==> src/rtl/cpu_step_ctrl.sv <==
// cpu_step_ctrl: run/step/halt controller for the MIPS core clock-enable.
// A programmable divider paces a one-cycle cpu_en pulse: one pulse every
// div_r clocks while in RUN, or exactly one pulse per step_req rising edge
// accepted in IDLE (STEP). halt_req forces HALTED from any state.
//
// Optional feature: define CYCLE_COUNT_EN to add the cycle_cnt output, a
// CNT_W-bit wrapping count of issued cpu_en pulses (cleared only by reset).
module cpu_step_ctrl #(
  parameter int DIV_W       = 16,
  parameter int DIV_DEFAULT = 10,
  parameter int CNT_W       = 32
) (
  input  logic             clk,
  input  logic             rst_n,
  input  logic             run_req,
  input  logic             step_req,
  input  logic             halt_req,
  input  logic             div_ld,
  input  logic [DIV_W-1:0] div_val,
  output logic             cpu_en,
  output logic             busy,
  output logic             halted,
  output logic [1:0]       state_o
`ifdef CYCLE_COUNT_EN
  ,
  output logic [CNT_W-1:0] cycle_cnt
`endif
);

  typedef enum logic [1:0] {
    IDLE   = 2'b00,
    RUN    = 2'b01,
    STEP   = 2'b10,
    HALTED = 2'b11
  } state_t;

  state_t           state;
  state_t           state_nxt;
  logic [DIV_W-1:0] cnt;
  logic [DIV_W-1:0] cnt_nxt;
  logic [DIV_W-1:0] div_r;
  logic             step_d;
  logic             step_edge;
  logic             active;
  logic             tick;
  logic             pulse_nxt;

  // Next-state, divider tick and pulse decision; halt beats run beats step.
  always_comb begin
    state_nxt = state;
    step_edge = step_req & ~step_d;
    active    = (state == RUN) || (state == STEP);
    // div_r is never zero, so div_r-1 is the last count of each period.
    tick      = active && (cnt == (div_r - DIV_W'(1)));

    case (state)
      IDLE: begin
        if (halt_req)       state_nxt = HALTED;
        else if (run_req)   state_nxt = RUN;
        else if (step_edge) state_nxt = STEP;
      end
      RUN: begin
        if (halt_req)      state_nxt = HALTED;
        else if (!run_req) state_nxt = IDLE;
      end
      STEP: begin
        // run_req has no say here; the step either completes or is aborted.
        if (halt_req)  state_nxt = HALTED;
        else if (tick) state_nxt = IDLE;
      end
      HALTED: begin
        if (!halt_req && !run_req) state_nxt = IDLE;
      end
      default: state_nxt = IDLE;
    endcase

    // A pulse is issued only when the period ends without leaving RUN, or
    // when the single step completes; any abort or exit edge drops it.
    pulse_nxt = tick && (((state == RUN) && (state_nxt == RUN)) ||
                         ((state == STEP) && (state_nxt == IDLE)));

    // The counter restarts on any state change, so every RUN/STEP entry
    // sees a full div_r period before its first pulse.
    if (!active || (state_nxt != state) || tick) cnt_nxt = '0;
    else                                           cnt_nxt = cnt + DIV_W'(1);
  end

  // State register, divider counter, registered enable and step edge history.
  always_ff @(posedge clk or negedge rst_n) begin
    if (!rst_n) begin
      state  <= IDLE;
      cnt    <= '0;
      cpu_en <= 1'b0;
      step_d <= 1'b0;
    end else begin
      state  <= state_nxt;
      cnt    <= cnt_nxt;
      cpu_en <= pulse_nxt;
      step_d <= step_req;
    end
  end

  // Divisor register: writable only while the core is not being clocked; a
  // zero divisor is promoted to 1 (enable every cycle).
  always_ff @(posedge clk or negedge rst_n) begin
    if (!rst_n) begin
      div_r <= DIV_W'(DIV_DEFAULT);
    end else if (div_ld && !active) begin
      div_r <= (div_val == '0) ? DIV_W'(1) : div_val;
    end
  end

`ifdef CYCLE_COUNT_EN
  // Issued-pulse counter; wraps naturally at 2^CNT_W.
  always_ff @(posedge clk or negedge rst_n) begin
    if (!rst_n) begin
      cycle_cnt <= '0;
    end else if (cpu_en) begin
      cycle_cnt <= cycle_cnt + CNT_W'(1);
    end
  end
`endif

  assign state_o = state;
  assign busy    = (state == RUN) || (state == STEP);
  assign halted  = (state == HALTED);

endmodule

==> config.mk <==
export PLATFORM = sky130hd
export DESIGN_NAME = cpu_step_ctrl
export DESIGN_NICKNAME = d
export VERILOG_FILES = /design/src/rtl/cpu_step_ctrl.sv
export SDC_FILE = /design/constraint.sdc
export NUM_CORES = 1
export LEC_CHECK = 0
export BUFFER_PORTS_ARGS = -buffer_cell sky130_fd_sc_hd__buf_4
export CAP_MARGIN = 30
export CORE_ASPECT_RATIO = 0.9
export CORE_UTILIZATION = 59
export CTS_CLUSTER_DIAMETER = 120
export DETAILED_ROUTE_END_ITERATION = 6
export PLACE_DENSITY = 0.85
export SLEW_MARGIN = 0
export SYNTH_ARGS = -nofsm -noshare
export SYNTH_HDL_FRONTEND = slang
export SYNTH_SLANG_ARGS = --single-unit
==> constraint.sdc <==
create_clock -name clk -period 3.4 [get_ports clk]
set_input_delay 0.68 -clock clk [delete_from_list [all_inputs] [get_ports clk]]
set_output_delay 0.68 -clock clk [all_outputs]
set_load 0.01 [all_outputs]
==> out/results.txt <==
The run finished with clean final reports. The count of buffers added on input and output ports is 26. The relative max-transition margin is 52.2%. The pre-antenna-repair detailed-routing pass consisted of 4 iterations. Entering global routing, the biggest net connects 37 pins.

Once the clock tree was built, the resizer swapped 0 gates to a different size. Cell at the root of the clock tree: clkbuf_8. STA classifies the critical path endpoint as a flip-flop. After synthesis, the largest area contributor takes up 32.6% of total cell area. In this run the remaining antenna-violating nets after routing total 0. The layout overhead on the synthesized area was 10.7%. In this run the standard cell core region covers 0.00416 mm^2. The wire length of the first global-routing pass came out at 9700 um.

Worst min-delay path category: in2async. Number of warnings printed during yosys synthesis: 0. For this block, the routed nets add up to 5580 um of wire. The start point of the critical path is div_r[0].

The synthesized design spends more area on one cell type than any other, namely dfrtp_1. The run gives 22 as the number of placement rows. Clock-pin slew was measured on the worst setup and hold paths at 0.07 ns. Of the total synthesized cell area, the portion taken by AND, OR, NAND and NOR gates is 26.9%. The critical path ends at cnt[4].

Static timing analysis puts the maximum clock frequency at 333 MHz. Max-cap violations in this run came to 0. The floorplan step set the die width to 72.1 um.

At the end of routability-driven placement, the weighted congestion stood at 0.926. In the synthesized netlist the dominant register cell turns out to be dfrtp_1. The netlist uses 60 different library cells. Dividing the detail-routed wire length by the instance count gives 16.1 um.

Once detailed placement completed, the half-perimeter wirelength came to 4070 um. The die covers 0.00469 mm^2. The share of the synthesized area in compound gates (AO/OA/AOI/OAI) works out to 14.0%. Dividing the final minimum period by the clock period gives 88.2%.

For the slack of the worst reg-to-reg path, the log shows 0.40 ns. Ranked by total cell area, the synthesized netlist is headed by dfrtp_1 (33%), mux2_2 (6.0%), xnor2_1 (5.7%), xor2_1 (4.4%), nor4_1 (3.6%). The critical path start-end classification is reg2reg. For the final database, setup skew stands at 0.00698 ns. The total number of vias was 2133. The synthesized area was 0.00261 mm^2; the slew of the pin with the lowest slew margin was 0.708 ns. Sequential cells were found to cover 34.6% of the synthesized design area. The count of cells in the finished layout, fillers not included, comes to 347. For the antenna diode instance count, the log shows 0. The cell count after placement is 339, and the parity-gate share of the synthesized area counting xor and xnor cells is 11.0%. TritonCTS built the clock tree. The net count after synthesis was 295.

In the global route stage, overall resource usage came out at 27.1%. Yosys mapped a number of flops with a built-in enable equal to 0. The worst reg-to-reg path cell count is 9. The tools report the initial antenna violation count as 0. Combinational family with the most area after synthesis: simple AND/OR/NAND/NOR gates. The final layout contains 314 nets.

The leakage power was 1.13 nW; the proportion of synthesized area in mux cells was 6.04%. The total power density per cell area works out to 774 mW/mm^2. Starting density of the core: 62.8%. Setup repair after global routing left no endpoint under its margin. The detailed-route vias per instance is 6.15, and the aggregate global routing overflow is 0. The startpoint of the most critical register-to-register path was div_r[0]. The count of pins over their slew limit came out at 0. For the H-tree depth, the log shows 2. The maximum resistive drop on vdd came out at 676 uV.

The synthesized netlist devotes 2.88% of its cell area to adder and majority cells. After clock tree synthesis, the flow added hold-fix buffers numbering 0. The run gives 138 as the DRC marker count from the first detailed-route iteration. The clock reaches the later pin of the worst-skew pair after 0.29 ns.

The type of element launching the critical path is a flip-flop. The cell count after synthesis came out at 267. The run gives 2 as the largest buffer count on any clock path. The layout cell share with drive strength beyond 1 was 23.0%. After clock tree synthesis, the setup repair step added 0 buffers.

The number of hold-slack violations in the final timing report is 0. STA puts the critical path data required time at 3.54 ns. In this run the count of I/O pins placed on the die edge is 27.

The largest fanout of any net on the critical path is 16, and the clock sink count is 36. For the signal arrival time at the worst endpoint, the log shows 3.14 ns. After synthesis, the mean cell area works out to 9.77 um^2. Post-detailed-route DRC marker count: 0.

The design draws 0.00224 W. Adding up every negative setup slack in the final design gives 0 ns. The time the final worst path needs with I/O delays and setup was 3.00 ns; the post-synthesis async set-or-reset flop share was 100%. Number of global-route vias before repair: 1991.

The overall die height is 65.1 um, and the number of endpoints failing setup at the final stage is 0. The reg-to-reg endpoint was cnt[4]. Synthesis inferred 36 register bits. In this run, CTS created clock tree buffers numbering 5.
==> critical path, stage by stage, from the launching register on <==
cell and delay (ns):
dfrtp_1 0.45, inv_1 0.09, ha_1 0.30, or4b_1 0.58, nor4_1 0.35, xnor2_1 0.18
nand4_1 0.23, nor4b_4 0.30, buf_4 0.30, nor4_1 0.08
==> cells in the mapped netlist, drive strengths merged (2+ instances only) <==
cell	instances
ha	6
o32ai	2
o221ai	2
nand2b	5
and3	4
xnor2	17
or4	4
nor4b	3
mux2	14
nor4	22
or2b	2
nand4	4
nor2b	3
o31a	2
nor2	15
a21oi	10
inv	9
o211a	2
a41oi	2
dfstp	2
dfrtp	34
or3	4
a211oi	2
o21ai	6
buf	7
o21a	2
nand2	14
clkbuf	9
nand3	10
nor3	14
xor2	13
o21bai	2
==> kinds of logic (layout without fill, tap and decap cells) <==
| family | Yosys count | after routing |
|---|---|---|
| xor+xnor | 31 | 31 |
| fa+ha+maj | 6 | 6 |
| compound gates | 46 | 46 |
| mux | 14 | 14 |
| simple gates | 109 | 109 |
| buf+inv | 25 | 45 |
| flops | 36 | 36 |
==> how the worst min path moves through the flow <==
stage	slack (ns)	to	from
finish	0.34	div_r[5]	rst_n
global route	0.37	cnt[3]	rst_n
CTS	0.35	cnt[3]	rst_n
detailed placement	0.52	div_r[15]	div_r[15]
global placement	0.52	div_r[15]	div_r[15]
floorplan	0.38	cnt[0]	rst_n
==> through the flow <==
| step | worst slack, ns | instance area, um^2 | utilization [%] | hold slack, ns |
|---|---|---|---|---|
| after global routing | 0.129 | 2890 | 69.5 | 0.369 |
| after floorplan | 0.535 | 2610 | - | 0.384 |
| final | 0.400 | 2890 | 69.5 | 0.335 |
| after global placement | 0.530 | 2810 | 67.5 | 0.518 |
| after detailed placement | 0.422 | 2810 | 67.5 | 0.524 |
| after CTS | 0.407 | 2890 | 69.5 | 0.348 |
==> registers in the layout (all words and copies together), names as in the netlist <==
| name | cells |
|---|---|
| cnt | 16 |
| cpu_en | 1 |
| div_r | 16 |
| state_o | 2 |
| step_d | 1 |
==> layout by cell type, fill, tap and decap left out, types with 2 or more instances in the layout <==
cell      synthesis  routed
dfrtp_1          34      34
buf_4             0      28
xnor2_1          17      17
nor2_1           15      15
nor4_1           15      15
nand2_1          14      14
mux2_2           14      14
xor2_1           13      13
nor3_1           11      11
a21oi_1          10      10
nand3_1          10      10
inv_1             9       9
o21ai_0           6       6
ha_1              6       6
nand2b_1          5       5
nor4_2            5       5
clkbuf_8          0       5
or3_1             4       4
nand4_1           4       4
and3_1            4       4
nor2b_1           3       3
or4_1             3       3
nor3_2            3       3
o211a_1           2       2
o31a_1            2       2
o32ai_1           2       2
nor4_4            2       2
a211oi_1          2       2
o21a_1            2       2
a41oi_1           2       2
nor4b_1           2       2
or2b_1            2       2
o221ai_1          2       2
clkbuf_1          9       2
dfstp_2           2       2
==> routing by layer <==
metal	vias up	track usage (%)	part of all wire [%]	wire, um
met2	52	43.9	46	2580
met3	9	4.35	3.5	195
met5	-	0	0	0
li1	1033	-	-	-
met4	0	8.09	1.5	86
met1	1039	37.3	49	2710
==> layout make-up <==
cell class	count	area, um^2
clock buffers	7	76.3
clock inverters	1	5.00
fillers	321	1270
inverters	9	33.8
multi-input cells	206	1590
flip-flops and latches	36	903
well taps	60	75.1
repair buffers	28	210
==> power by group <==
group	total (W)	internal [W]	leakage (nW)	switching [W]
clock network	0.000294	0.000144	0.0422	0.000151
registers	0.000779	0.000554	0.458	0.000225
logic	0.00116	0.000514	0.626	0.000649
total	0.00224	0.00121	1.13	0.00102
(Power assumes the default switching activity.)
